`src/rtl/fp_mul_pipe.sv`:
```
// Three-stage IEEE-754 multiplier: unpack/classify, mantissa product, normalise/round/export.
// Subnormal inputs are flushed to zero and tiny results flush to signed zero.
module fp_mul_pipe #(
  parameter int  EXP_W = 8,
  parameter int  MAN_W = 23,
  localparam int W     = 1 + EXP_W + MAN_W
) (
  input  logic         clk,
  input  logic         rst,
  input  logic         in_valid,
  output logic         in_ready,
  input  logic [W-1:0] in_a,
  input  logic [W-1:0] in_b,
  output logic         out_valid,
  input  logic         out_ready,
  output logic [W-1:0] result,
  output logic [3:0]   out_flags
);

  localparam int EW2 = EXP_W + 2;
  localparam int MW1 = MAN_W + 1;
  localparam int PW  = 2 * MW1;

  localparam logic        [EW2-1:0] BIAS = EW2'((1 << (EXP_W - 1)) - 1);
  localparam logic signed [EW2-1:0] EMAX = EW2'((1 << EXP_W) - 1);
  localparam logic signed [EW2-1:0] EZERO = '0;
  localparam logic [EXP_W-1:0] EXP_ONES = '1;
  localparam logic [EXP_W-1:0] EXP_ZERO = '0;
  localparam logic [MAN_W-1:0] MAN_ONES = '1;
  localparam logic [MAN_W-1:0] MAN_ZERO = '0;

  typedef enum logic [1:0] {CL_ZERO, CL_NORM, CL_INF, CL_NAN} cls_t;

  function automatic cls_t classify(input logic [EXP_W-1:0] e, input logic [MAN_W-1:0] m);
    cls_t c;
    if (e == EXP_ZERO)      c = CL_ZERO;
    else if (e != EXP_ONES) c = CL_NORM;
    else if (m == MAN_ZERO) c = CL_INF;
    else                    c = CL_NAN;
    return c;
  endfunction

  // Handshake: a stage register moves only when the output is not stalled
  // (out_valid & ~out_ready); in_ready is the inverse of that stall, so every
  // stage including bubbles advances together and a held result never changes.
  logic w_stall;
  logic w_adv;
  assign w_stall  = out_valid & ~out_ready;
  assign w_adv    = ~w_stall;
  assign in_ready = ~w_stall;

  // Stage 1: unpack and classify
  logic [EXP_W-1:0] w_a_exp, w_b_exp;
  logic [MAN_W-1:0] w_a_man, w_b_man;
  logic [EW2-1:0]   w_e_sum;
  assign w_a_exp = in_a[W-2:MAN_W];
  assign w_b_exp = in_b[W-2:MAN_W];
  assign w_a_man = in_a[MAN_W-1:0];
  assign w_b_man = in_b[MAN_W-1:0];
  assign w_e_sum = {2'b00, w_a_exp} + {2'b00, w_b_exp} - BIAS;

  logic                  r1_valid, r2_valid, r3_valid;
  logic                  r1_sign, r2_sign;
  cls_t                  r1_cls_a, r1_cls_b, r2_cls_a, r2_cls_b;
  logic        [MW1-1:0] r1_man_a, r1_man_b;
  logic signed [EW2-1:0] r1_e, r2_e;
  logic        [PW-1:0]  r2_prod;
  logic        [W-1:0]   r3_result;
  logic        [3:0]     r3_flags;

  // Stage 3: normalise, round to nearest even, range check, specials
  logic                  w_shift, w_g, w_r, w_s, w_up, w_carry, w_inexact;
  logic        [MAN_W:0] w_mant;
  logic      [MAN_W+1:0] w_mant_r;
  logic    [MAN_W-1:0]   w_frac;
  logic signed [EW2-1:0] w_e_fin;
  logic                  w_any_nan, w_any_inf, w_any_zero, w_zero_inf;
  logic        [W-1:0]   w_res;
  logic        [3:0]     w_flags;

  always_comb begin
    w_shift = r2_prod[PW-1];
    w_mant  = r2_prod[PW-2:MAN_W];
    w_g     = r2_prod[MAN_W-1];
    w_r     = r2_prod[MAN_W-2];
    w_s     = |r2_prod[MAN_W-3:0];
    if (w_shift) begin
      w_mant = r2_prod[PW-1:MAN_W+1];
      w_g    = r2_prod[MAN_W];
      w_r    = r2_prod[MAN_W-1];
      w_s    = |r2_prod[MAN_W-2:0];
    end
    w_up      = w_g & (w_r | w_s | w_mant[0]);
    w_inexact = w_g | w_r | w_s;
    w_mant_r  = {1'b0, w_mant} + {{MW1{1'b0}}, w_up};
    w_carry   = w_mant_r[MAN_W+1];
    // A carry leaves 10.00..0, whose stored fraction is all zeros
    w_frac    = w_carry ? w_mant_r[MAN_W:1] : w_mant_r[MAN_W-1:0];
    w_e_fin   = r2_e + EW2'(w_shift) + EW2'(w_carry);

    w_zero_inf = ((r2_cls_a == CL_ZERO) && (r2_cls_b == CL_INF)) ||
                 ((r2_cls_a == CL_INF)  && (r2_cls_b == CL_ZERO));
    w_any_nan  = (r2_cls_a == CL_NAN) || (r2_cls_b == CL_NAN) || w_zero_inf;
    w_any_inf  = (r2_cls_a == CL_INF) || (r2_cls_b == CL_INF);
    w_any_zero = (r2_cls_a == CL_ZERO) || (r2_cls_b == CL_ZERO);

    w_res   = {r2_sign, w_e_fin[EXP_W-1:0], w_frac};
    w_flags = {3'b000, w_inexact};
    if (w_any_nan) begin
      w_res   = {1'b0, EXP_ONES, MAN_ONES};
      w_flags = {w_zero_inf, 3'b000};
    end else if (w_any_inf) begin
      w_res   = {r2_sign, EXP_ONES, MAN_ZERO};
      w_flags = 4'b0000;
    end else if (w_any_zero) begin
      w_res   = {r2_sign, EXP_ZERO, MAN_ZERO};
      w_flags = 4'b0000;
    end else if (w_e_fin >= EMAX) begin
      w_res   = {r2_sign, EXP_ONES, MAN_ZERO};
      w_flags = 4'b0101;
    end else if (w_e_fin <= EZERO) begin
      w_res   = {r2_sign, EXP_ZERO, MAN_ZERO};
      w_flags = 4'b0011;
    end
  end

  always_ff @(posedge clk) begin
    if (rst) begin
      r1_valid  <= 1'b0;
      r1_sign   <= 1'b0;
      r1_cls_a  <= CL_ZERO;
      r1_cls_b  <= CL_ZERO;
      r1_man_a  <= '0;
      r1_man_b  <= '0;
      r1_e      <= '0;
      r2_valid  <= 1'b0;
      r2_sign   <= 1'b0;
      r2_cls_a  <= CL_ZERO;
      r2_cls_b  <= CL_ZERO;
      r2_prod   <= '0;
      r2_e      <= '0;
      r3_valid  <= 1'b0;
      r3_result <= '0;
      r3_flags  <= '0;
    end else if (w_adv) begin
      r1_valid  <= in_valid;
      r1_sign   <= in_a[W-1] ^ in_b[W-1];
      r1_cls_a  <= classify(w_a_exp, w_a_man);
      r1_cls_b  <= classify(w_b_exp, w_b_man);
      r1_man_a  <= {1'b1, w_a_man};
      r1_man_b  <= {1'b1, w_b_man};
      r1_e      <= w_e_sum;
      r2_valid  <= r1_valid;
      r2_sign   <= r1_sign;
      r2_cls_a  <= r1_cls_a;
      r2_cls_b  <= r1_cls_b;
      r2_prod   <= {{MW1{1'b0}}, r1_man_a} * {{MW1{1'b0}}, r1_man_b};
      r2_e      <= r1_e;
      r3_valid  <= r2_valid;
      r3_result <= w_res;
      r3_flags  <= w_flags;
    end
  end

  assign out_valid = r3_valid;
  assign result    = r3_result;
  assign out_flags = r3_flags;

endmodule
```
`config.mk`:
```
export PLATFORM = sky130hd
export DESIGN_NAME = fp_mul_pipe
export DESIGN_NICKNAME = d
export VERILOG_FILES = /design/src/rtl/fp_mul_pipe.sv
export SDC_FILE = /design/constraint.sdc
export NUM_CORES = 2
export LEC_CHECK = 0
export CAP_MARGIN = 20
export CORE_ASPECT_RATIO = 1.5
export CORE_MARGIN = 5
export CORE_UTILIZATION = 55
export CTS_CLUSTER_DIAMETER = 80
export DETAILED_ROUTE_END_ITERATION = 7
export PLACE_DENSITY_LB_ADDON = 0.1
export SYNTH_ARGS = -nofsm -noshare
export SYNTH_HDL_FRONTEND = slang
export SYNTH_SLANG_ARGS = --single-unit
```
`constraint.sdc`:
```
create_clock -name clk -period 17.3 [get_ports clk]
set_input_delay 2.595 -clock clk [delete_from_list [all_inputs] [get_ports clk]]
set_output_delay 2.595 -clock clk [all_outputs]
set_load 0.05 [all_outputs]
```
==> results.md <==
- Initial antenna violation count: 0
- Final core utilization: 59.9%
- GP Congestion: 0.899
- Mapped Nets: 3,834
- Layout Cells excl Fill: 3,702
- Placeable Area: 0.0476 mm^2
- Crit Path Max Fanout: 25
- Place WS: 9.74 ns
- Fmax: 131 MHz
- Leakage: 13.5 nW
- Die Width: 189 um
- Via-to-Cell Ratio: 5.61
- Synth Instances: 3,091
- Mean Syn Cell Area: 8.55 um^2
- Die area: 0.0526 mm^2
- Clk Latency, worst-skew pair: 0.44 ns
- Max Transition Viols Final: 0
- Gr usage total: 27.8%
- Drt wl/cell: 19.2 um
- Die height: 278 um
- Async set-reset flop share out of synthesis: 0%
- Post-synth top area cell: fa_1
- RSZ-0062 raised after global routing: false
- Final min period: 7.61 ns
- Top cell type's share of synthesized area: 36.7%
- Largest net degree at the start of global routing: 85
- Power Dens Cells: 87.9 mW/mm^2
- Number of nets in the layout: 3,831
- CTS tree: built
- Final Setup Violations: 0
- I/O Buffers: 105
- Startpoint Class: flop
- Final WS setup: 9.69 ns
- Dpl cell area: 0.0279 mm^2
- Area Overhead vs Synth: 7.80%
- Clock power frac: 14.6%
- Max-slew headroom: 22.7%
- Total setup buffers inserted after CTS: 0
- Critical path class: reg -> reg
- Sequential-to-total area share from yosys stat: 12.4%
- 1st-iter DRT viols: 1,268
- Top-count cell post-synth: inv_1
- Fraction of layout cells with a size suffix above 1: 3.84%
- P_int: 1.28 mW
- Gr ovfl total: 0
- Syn Std Cell Area: 0.0264 mm^2
- Max IR drop VDD: 77.2 uV
- Global-route wire length before repair: 117 mm
- Total Wirelength: 71.3 mm
- Num ports: 106
- CTS sink count: 164
- CTS Buf Count: 17
- Starting density of the core: 55.5%
- Actual slew at the worst max-slew pin: 1.16 ns
- Yosys cell types: 79
- Fin Setup TNS: 0 ns
- Clk buf depth: 2
- # hold bufs at CTS: 0
- Sequential power share: 19.8%
- Final hold violation count: 0
- Critical path arrival: 7.95 ns
- Antenna Violating Nets Remaining: 0
- Final Skew: 0.00853 ns
- Design area: 0.0285 mm^2
- H-Tree Depth: 4
- Yosys warnings: 0
- Most instantiated cells after synthesis: inv_1, nand2_1, fa_1
- Worst Setup End Kind: flop
- Residual DRC: 0
- Synth Flop Type: dfxtp_1
- #FFs+latches synth: 164
- Combinational share of power: 65.6%
- Vias in the first global route: 22.5k
- Root Buffer Master: clkbuf_16
- Status: completed
- Rows: 98
- Min-delay worst type: reg -> reg
- Detailed Place HPWL: 55.7 mm
- Clock-pin slew on the worst setup and hold paths: 0.07 ns
- Period Utilization, post-route: 44.0%
- Crit path required time: 17.64 ns
- Vias: 20.8k
- # resized after CTS: 0
- Placed insts: 3,669
- MaxCap Viol Count: 0
- DRT Pass-1 Iters: 5
- Synth top area cells: fa_1, dfxtp_1, ha_1
- Switching Share: 48.7%
- EDFF count, synth: 0
- NetSw: 1.22 mW
## critical path: stages (launching register included)
cell and delay, ns:
dfxtp_1 1.01, nand2_1 0.20, fa_1 0.58, inv_1 0.05, fa_1 0.48, inv_1 0.06, fa_1 0.53, inv_1 0.05
fa_1 0.50, inv_1 0.06, fa_1 0.55, inv_1 0.06, fa_1 0.48, inv_1 0.05, fa_1 0.49, inv_1 0.05
ha_1 0.35, nand2_1 0.09, o21ai_0 0.13, a311oi_1 0.36, o31ai_2 0.22, a31o_2 0.30, a221o_1 0.37, a31oi_1 0.22
xnor2_1 0.09, a22o_1 0.19
## power by group through the flow
stage          clock network [mW]  logic (mW)  registers, mW
6_report                    0.366        1.64          0.495
5_1_grt                     0.391        1.84          0.503
2_1_floorplan                   0        1.17          0.479
4_1_cts                     0.374        1.65          0.494
3_5_place_dp                    0        1.62          0.501
3_3_place_gp                    0        1.62          0.500
## registers in the layout, indices dropped and copies added (netlist names), 2 cells and up
| signal | count |
|---|---|
| r1_man_b | 23 |
| r2_cls_b | 2 |
| r1_e | 10 |
| r1_man_a | 24 |
| r2_cls_a | 2 |
| result | 32 |
| r2_prod | 48 |
| r1_cls_a | 2 |
| r1_cls_b | 2 |
| r2_e | 10 |
| out_flags | 4 |
## kinds of logic (layout without fill, tap and decap cells)
kind of cell / count (synthesis) / count (layout) / share of synthesized area (%)
multiplexers: 7 / 7 / 0.275
AND/OR/NAND/NOR: 1034 / 1034 / 19.0
adder cells (fa/ha/maj): 675 / 675 / 45.7
buffers and inverters: 733 / 742 / 10.5
XOR/XNOR: 61 / 61 / 2.02
other: 0 / 2 / 0
flip-flops: 164 / 164 / 12.4
AO/OA/AOI/OAI: 417 / 417 / 10.0
## metrics by stage
stage,hold slack (ns),power (mW)
CTS,0.452,2.52
global placement,0.439,2.12
global route,0.468,2.73
detailed placement,0.445,2.12
finish,0.450,2.50
floorplan,0.432,1.65
## worst paths after layout
path	from	to	slack [ns]	cells past startpoint
max	r1_man_a[13]$_SDFFE_PP0N_	r2_prod[44]$_SDFFE_PP0N_	9.69	25
min	r1_man_a[21]$_SDFFE_PP0N_	r1_man_a[21]$_SDFFE_PP0N_	0.45	2
max reg2reg	r1_man_a[13]$_SDFFE_PP0N_	r2_prod[44]$_SDFFE_PP0N_	9.69	25
min reg2reg	r1_man_a[21]$_SDFFE_PP0N_	r1_man_a[21]$_SDFFE_PP0N_	0.45	2
## layout by cell type (no fill, tap or decap), types with 4 or more instances in the layout
| master | n |
|---|---|
| a211o_1 | 4 |
| a211oi_1 | 25 |
| a21boi_0 | 5 |
| a21o_1 | 18 |
| a21oi_1 | 198 |
| a22o_1 | 15 |
| a311oi_1 | 15 |
| a31oi_1 | 8 |
| and2_1 | 301 |
| and3_1 | 8 |
| buf_4 | 53 |
| clkbuf_16 | 17 |
| clkdlybuf4s50_1 | 104 |
| dfxtp_1 | 163 |
| fa_1 | 484 |
| ha_1 | 191 |
| inv_1 | 553 |
| inv_6 | 6 |
| mux2i_1 | 5 |
| nand2_1 | 528 |
| nand2b_1 | 10 |
| nand3_1 | 33 |
| nand4_1 | 13 |
| nor2_1 | 64 |
| nor2b_1 | 10 |
| nor3_1 | 13 |
| nor3b_1 | 5 |
| nor4_1 | 24 |
| o211ai_1 | 13 |
| o21a_1 | 5 |
| o21ai_0 | 51 |
| o21ai_1 | 6 |
| o21bai_1 | 15 |
| o221a_2 | 11 |
| xnor2_1 | 49 |
| xor2_1 | 12 |
## layer usage
metal / routed length [um] / global-route usage [%] / vias up
li1: - / - / 9524
met1: 28200 / 34.1 / 10500
met3: 4100 / 5.08 / 137
met5: 0 / 0 / -
met2: 36600 / 49.2 / 614
met4: 2410 / 9.55 / 0
## layout make-up
class | count | area (um^2)
tap | 600 | 751
multi-input combinational | 2194 | 20400
timing repair buffer | 157 | 1440
fill | 4235 | 19100
inverter | 554 | 2080
antenna | 2 | 5.00
clock inverter | 13 | 113
clock buffer | 18 | 439
sequential | 164 | 3280
(Power assumes the default switching activity.)
